[src/rtl/game_ctrl_pkg.sv]
// Shared definitions for the pong referee: state encoding, output widths
// and a width helper for parameterised counters.
package game_ctrl_pkg;

    localparam int SCORE_W = 4;
    localparam int SPEED_W = 5;

    typedef enum logic [2:0] {
        ST_IDLE  = 3'd0,
        ST_SERVE = 3'd1,
        ST_PLAY  = 3'd2,
        ST_POINT = 3'd3,
        ST_OVER  = 3'd4
    } state_t;

    // Counter width for values 0..n-1, never narrower than one bit
    function automatic int cnt_w(input int n);
        return (n <= 1) ? 1 : $clog2(n);
    endfunction

    function automatic int max_int(input int a, input int b);
        return (a > b) ? a : b;
    endfunction

endpackage

[src/rtl/game_ctrl_down_timer.sv]
// Loadable down counter that parks at zero; zero flag is decoded from the
// count register. Used for the serve/point delay and the flash divider.
module down_timer #(
    parameter int W = 8
) (
    input  logic         clk,
    input  logic         reset,
    input  logic         load,
    input  logic [W-1:0] value,
    output logic         zero
);

    logic [W-1:0] cnt;

    // Load takes precedence; otherwise count down and hold at zero
    always_ff @(posedge clk) begin
        if (!reset)
            cnt <= '0;
        else if (load)
            cnt <= value;
        else if (cnt != '0)
            cnt <= cnt - W'(1);
    end

    assign zero = (cnt == '0);

endmodule

[src/rtl/game_ctrl.sv]
// Pong referee: synchronises the start button, sequences serve / play /
// point / game-over, keeps both scores, ramps rally speed and drives the
// ball block's reset and speed inputs. All outputs are registered.
module game_ctrl
    import game_ctrl_pkg::*;
#(
    parameter int WIN_SCORE   = 9,
    parameter int SERVE_DELAY = 2000,
    parameter int POINT_PAUSE = 1000,
    parameter int SPEED_INIT  = 4,
    parameter int SPEED_MAX   = 15,
    parameter int RAMP_CYCLES = 4000,
    parameter int FLASH_DIV   = 125
) (
    input  logic                      clk,
    input  logic                      reset,
    input  logic                      start,
    input  logic                      out_left,
    input  logic                      out_right,
    output logic                      ball_reset,
    output logic signed [SPEED_W-1:0] speed,
    output logic [SCORE_W-1:0]        score_l,
    output logic [SCORE_W-1:0]        score_r,
    output logic                      point_flash,
    output logic                      game_over,
    output logic                      winner
);

    localparam int TMR_W   = cnt_w(max_int(SERVE_DELAY, POINT_PAUSE) + 1);
    localparam int RAMP_W  = cnt_w(RAMP_CYCLES);
    localparam int FLASH_W = cnt_w(FLASH_DIV);

    localparam logic signed [SPEED_W-1:0] SPD_INIT = SPEED_W'(SPEED_INIT);
    localparam logic signed [SPEED_W-1:0] SPD_MAX  = SPEED_W'(SPEED_MAX);
    localparam logic [SCORE_W-1:0]        WIN      = SCORE_W'(WIN_SCORE);

    // Speed step that saturates at the configured ceiling
    function automatic logic signed [SPEED_W-1:0] sat_speed_inc(
        input logic signed [SPEED_W-1:0] s);
        return (s >= SPD_MAX) ? SPD_MAX : s + SPEED_W'(1);
    endfunction

    state_t                      state, state_d;
    logic                        start_s1, start_s2, start_q, start_rise;
    logic [RAMP_W-1:0]           ramp_cnt, ramp_d;
    logic                        tmr_load, tmr_zero;
    logic [TMR_W-1:0]            tmr_val;
    logic                        flash_load, flash_zero;
    logic                        ball_reset_d, flash_d, game_over_d, winner_d;
    logic signed [SPEED_W-1:0]   speed_d;
    logic [SCORE_W-1:0]          score_l_d, score_r_d;

    down_timer #(.W(TMR_W)) u_delay (
        .clk   (clk),
        .reset (reset),
        .load  (tmr_load),
        .value (tmr_val),
        .zero  (tmr_zero)
    );

    down_timer #(.W(FLASH_W)) u_flash (
        .clk   (clk),
        .reset (reset),
        .load  (flash_load),
        .value (FLASH_W'(FLASH_DIV - 1)),
        .zero  (flash_zero)
    );

    assign start_rise = start_s2 & ~start_q;

    // Start synchroniser, state register and registered outputs
    always_ff @(posedge clk) begin
        if (!reset) begin
            start_s1    <= 1'b0;
            start_s2    <= 1'b0;
            start_q     <= 1'b0;
            state       <= ST_IDLE;
            ramp_cnt    <= '0;
            ball_reset  <= 1'b1;
            speed       <= SPD_INIT;
            score_l     <= '0;
            score_r     <= '0;
            point_flash <= 1'b0;
            game_over   <= 1'b0;
            winner      <= 1'b0;
        end else begin
            start_s1    <= start;
            start_s2    <= start_s1;
            start_q     <= start_s2;
            state       <= state_d;
            ramp_cnt    <= ramp_d;
            ball_reset  <= ball_reset_d;
            speed       <= speed_d;
            score_l     <= score_l_d;
            score_r     <= score_r_d;
            point_flash <= flash_d;
            game_over   <= game_over_d;
            winner      <= winner_d;
        end
    end

    // Next-state and next-output decode
    always_comb begin
        state_d      = state;
        ramp_d       = ramp_cnt;
        ball_reset_d = ball_reset;
        speed_d      = speed;
        score_l_d    = score_l;
        score_r_d    = score_r;
        flash_d      = point_flash;
        game_over_d  = game_over;
        winner_d     = winner;
        tmr_load     = 1'b0;
        tmr_val      = '0;
        flash_load   = 1'b0;

        case (state)
            ST_IDLE: begin
                ball_reset_d = 1'b1;
                if (start_rise) begin
                    state_d   = ST_SERVE;
                    score_l_d = '0;
                    score_r_d = '0;
                    speed_d   = SPD_INIT;
                    tmr_load  = 1'b1;
                    tmr_val   = TMR_W'(SERVE_DELAY - 1);
                end
            end
            ST_SERVE: begin
                ball_reset_d = 1'b1;
                speed_d      = SPD_INIT;
                if (tmr_zero) begin
                    state_d      = ST_PLAY;
                    ball_reset_d = 1'b0;
                    ramp_d       = '0;
                end
            end
            ST_PLAY: begin
                ball_reset_d = 1'b0;
                // Left miss has priority when both edges arrive together
                if (out_left || out_right) begin
                    ball_reset_d = 1'b1;
                    if (out_left)
                        score_r_d = score_r + SCORE_W'(1);
                    else
                        score_l_d = score_l + SCORE_W'(1);
                    if ((out_left && score_r_d == WIN) || (!out_left && score_l_d == WIN)) begin
                        state_d     = ST_OVER;
                        game_over_d = 1'b1;
                        winner_d    = out_left;
                    end else begin
                        state_d    = ST_POINT;
                        tmr_load   = 1'b1;
                        tmr_val    = TMR_W'(POINT_PAUSE - 1);
                        flash_load = 1'b1;
                        flash_d    = 1'b1;
                    end
                end else if (ramp_cnt == RAMP_W'(RAMP_CYCLES - 1)) begin
                    speed_d = sat_speed_inc(speed);
                    ramp_d  = '0;
                end else begin
                    ramp_d = ramp_cnt + RAMP_W'(1);
                end
            end
            ST_POINT: begin
                ball_reset_d = 1'b1;
                if (tmr_zero) begin
                    state_d  = ST_SERVE;
                    flash_d  = 1'b0;
                    speed_d  = SPD_INIT;
                    tmr_load = 1'b1;
                    tmr_val  = TMR_W'(SERVE_DELAY - 1);
                end else if (flash_zero) begin
                    flash_d    = ~point_flash;
                    flash_load = 1'b1;
                end
            end
            ST_OVER: begin
                ball_reset_d = 1'b1;
                game_over_d  = 1'b1;
                if (start_rise) begin
                    state_d     = ST_SERVE;
                    score_l_d   = '0;
                    score_r_d   = '0;
                    game_over_d = 1'b0;
                    speed_d     = SPD_INIT;
                    tmr_load    = 1'b1;
                    tmr_val     = TMR_W'(SERVE_DELAY - 1);
                end
            end
            default: state_d = ST_IDLE;
        endcase
    end

endmodule
[config.mk]
export PLATFORM = sky130hd
export DESIGN_NAME = game_ctrl
export DESIGN_NICKNAME = d
export VERILOG_FILES = /design/src/rtl/game_ctrl_pkg.sv /design/src/rtl/game_ctrl_down_timer.sv /design/src/rtl/game_ctrl.sv
export SDC_FILE = /design/constraint.sdc
export NUM_CORES = 1
export LEC_CHECK = 0
export CAP_MARGIN = 20
export CORE_MARGIN = 10
export CORE_UTILIZATION = 58
export DETAILED_ROUTE_END_ITERATION = 10
export PLACE_DENSITY = 0.9
export SLEW_MARGIN = 5
export SYNTH_ARGS = -nofsm -noshare
export SYNTH_HDL_FRONTEND = slang
export SYNTH_SLANG_ARGS = --single-unit
[constraint.sdc]
create_clock -name clk -period 2.7 [get_ports clk]
set_clock_uncertainty 0.1 [all_clocks]
set_input_delay 0.54 -clock clk [delete_from_list [all_inputs] [get_ports clk]]
set_output_delay 0.54 -clock clk [all_outputs]
set_load 0.05 [all_outputs]
==> results.md <==
- Clk pin slew, worst setup/hold paths: roughly 0.09 ns
- H-tree depth: 2
- First-pass GRT wire length: ~11,000 µm
- Levels on crit path: 7
- WP buf/inv: 1
- CTS tree: yes
- Slew HR: 0.645
- Antenna-violating nets left: 0
- Tmin final: 2.41 ns
- Worst reg2reg startpoint: u_delay.cnt[0]
- Number of CTS-inserted buffers: 5
- CP delay by family, top: simple AND/OR/NAND/NOR gates
- Layout cells sized above 1: 0.0706
- Setup Viol. Count Final: 0
- Nets: 366
- Mapped Cells: between 300 and 400
- Most frequent cells in the layout: 53 x dfxtp_1, 23 x nor2_1, 23 x nand2_1
- Final setup margin: around 0.29 ns
- Number of flops mapped to enable cells by yosys: 0
- Ys Warns: 0
- Setup crit start kind: flop
- Vias in the first global route: 2,388
- Row cnt: 25
- Max-cap violations: 0
- GR Overflow Total: 0
- Crit end category: flop
- Chip height: around 90 µm
- Unrepaired setup endpoints after global routing: false
- Synthesis-to-layout area growth: 13.7%
- Tightest Pin Transition: around 0.53 ns
- Yosys cell types: 56
- Avg WL per Cell: approximately 15 µm
- Clk Latency, worst-skew pair: 0.31 ns
- Final Slew Violations: 0
- Sequential fraction of the synthesis area: 0.376
- Critical path class: reg -> reg
- Number of buffers inserted by hold repair at cts: 0
- Asr flop ratio synth: 0
- FILL cells: around 410
- Setup TNS: 0 ns
- Clock Sinks: 53
- GR Util All Layers: 0.149
- WP data required: approximately 2.8 ns
- Worst hold path cell count: 1
- #FFs+latches synth: between 50 and 60
- Synth Net Count: 345
- Crit-path cells: inv_1, ha_1, nor3b_1, and4b_1, a21oi_4, or4b_1, a21boi_0
- Core ar.: about 4700 µm²
- Input/output buffers: 21
- Worst Hold Launch: start_s1
- Die width: between 80 and 90 µm
- Crit-path slowest cell: or4b_1
- Final hold vios: 0
- P per Cell Area: around 700 nW/µm²
- Die area: around 8100 µm²
- Vias post-DR: 2,482
- CTS root buffer: clkbuf_8
- Setup Buffers After CTS: 0
- Final Cycle Share: 0.893
- Commonest non-fill, non-tap cell in the layout: dfxtp_1
- HP Class: reg -> reg
- Leakage: approximately 1.2 nW
- CTS resizes: 0
- Max Clk Rate: between 400 and 500 MHz
- CP max FO: 23
- Clock tree buffer depth: 2
- Largest net degree at the start of global routing: 52
- Avg Cell Area, Syn: 8.51 µm²
- DRT met1 WL: 2680 µm
- VDD IR max: 0.294 mV
- Hold endpoint: start_s2
- Worst path arrival time: 2.55 ns
- R2R depth: 7
- Drt drc: 0
- Diode count: 0
- Starting Density: 0.598
- Ys flop type: dfxtp_1
- Vias per cell: about 5.9
- Pre-CTS setup slack: 0.179 ns
- CP peak stage delay: 0.54 ns
- Synth Cell Area: approximately 2800 µm²
- Drt first pass iters: 5
- R2R setup slack: between 0.2 and 0.3 ns
- Outcome: finished, final reports clean
- DP HPWL: 4380 µm
- Top Metal Used: met4
- Final wirelength: 6110 µm
- GPL Wtd Cong: approximately 0.85
- Met2 wire length: around 3000 µm
- Met3 wire len: about 330 µm
- R2R Path End: ramp_cnt[5]
- First DRT Iteration DRCs: 218
- Io pins: 22
- Initial antenna violation count: 0
-- worst max-delay path by stage --
| stage | slack (ns) | from | to |
|---|---|---|---|
| 3_3_place_gp | 0.29 | out_left | ramp_cnt[8] |
| 3_5_place_dp | 0.18 | out_left | ramp_cnt[11] |
| 5_1_grt | 0.06 | u_delay.cnt[0] | speed[2] |
| 4_1_cts | 0.22 | u_delay.cnt[0] | ramp_cnt[5] |
| 2_1_floorplan | 0.26 | speed[0] | speed[2] |
| 6_report | 0.29 | u_delay.cnt[0] | ramp_cnt[5] |
-- per-layer routing --
metal  vias up  global-route usage
li1       1250                   -
met1      1160               0.171
met2        58               0.259
met3        14              0.0382
met4         0              0.0499
met5         -                   0
-- cell type report --
type | instances | area [µm²] | share of cell area
flip-flops and latches | 53 | 1060 | 0.330
clock buffers | 6 | 72.6 | 0.0226
inverters | 14 | 52.6 | 0.0164
well taps | 67 | 83.8 | 0.0261
repair buffers | 30 | 290 | 0.0904
multi-input cells | 249 | 1640 | 0.511
clock inverters | 2 | 10.0 | 0.00312
-- Yosys cell counts, types with 6 or more instances --
master    count  area [µm²]
ha_1          8         100
xnor2_1      11        96.3
o21ai_0      18        90.1
or4_1         6        45.0
nor2b_1       8        50.1
nand3_1      22         110
dfxtp_1      53        1060
a21oi_1      17        85.1
o21a_1        8        60.1
nand2b_1      6        37.5
nand2_1      23        86.3
o31ai_1       7        52.6
clkbuf_1     11        41.3
and2_1        6        37.5
a21boi_0     11        82.6
inv_1        14        52.6
nor2_1       23        86.3
xor2_1        6        52.6
nor3_1        6        30.0
-- state kept, by name (all words and copies together), names as in the netlist, 3 cells and up --
signal and count:
ramp_cnt 12, score_l 4, speed 5, state 3, u_delay.cnt 11, u_flash.cnt 7, score_r 4
-- cells by family (layout without fill, tap and decap cells) --
| logic type | count (synthesis) | count (layout) | synth area share |
|---|---|---|---|
| AND/OR/NAND/NOR | 133 | 133 | 0.264 |
| AO/OA/AOI/OAI | 88 | 88 | 0.210 |
| flip-flops | 53 | 53 | 0.376 |
| buffers and inverters | 30 | 52 | 0.0461 |
| XOR/XNOR | 18 | 18 | 0.0607 |
| adder cells (fa/ha/maj) | 8 | 8 | 0.0354 |
| multiplexers | 2 | 2 | 0.00753 |
-- power breakdown --
| group | total [mW] | internal [mW] | switching, mW |
|---|---|---|---|
| clock | 0.432 | 0.180 | 0.252 |
| sequential | 1.02 | 0.892 | 0.125 |
| combinational | 0.811 | 0.395 | 0.416 |
| total | 2.26 | 1.47 | 0.793 |
-- through the flow --
step	cell area, µm²	util	power, mW	cells	hold WS, ns
after floorplan	2820	-	1.65	332	0.312
after global placement	3120	0.661	1.78	413	0.319
after detailed placement	3120	0.661	1.83	413	0.323
after CTS	3200	0.678	2.27	421	0.347
after global routing	3210	0.680	2.41	421	0.356
final	3210	0.680	2.26	421	0.344
(Power assumes the default switching activity.)
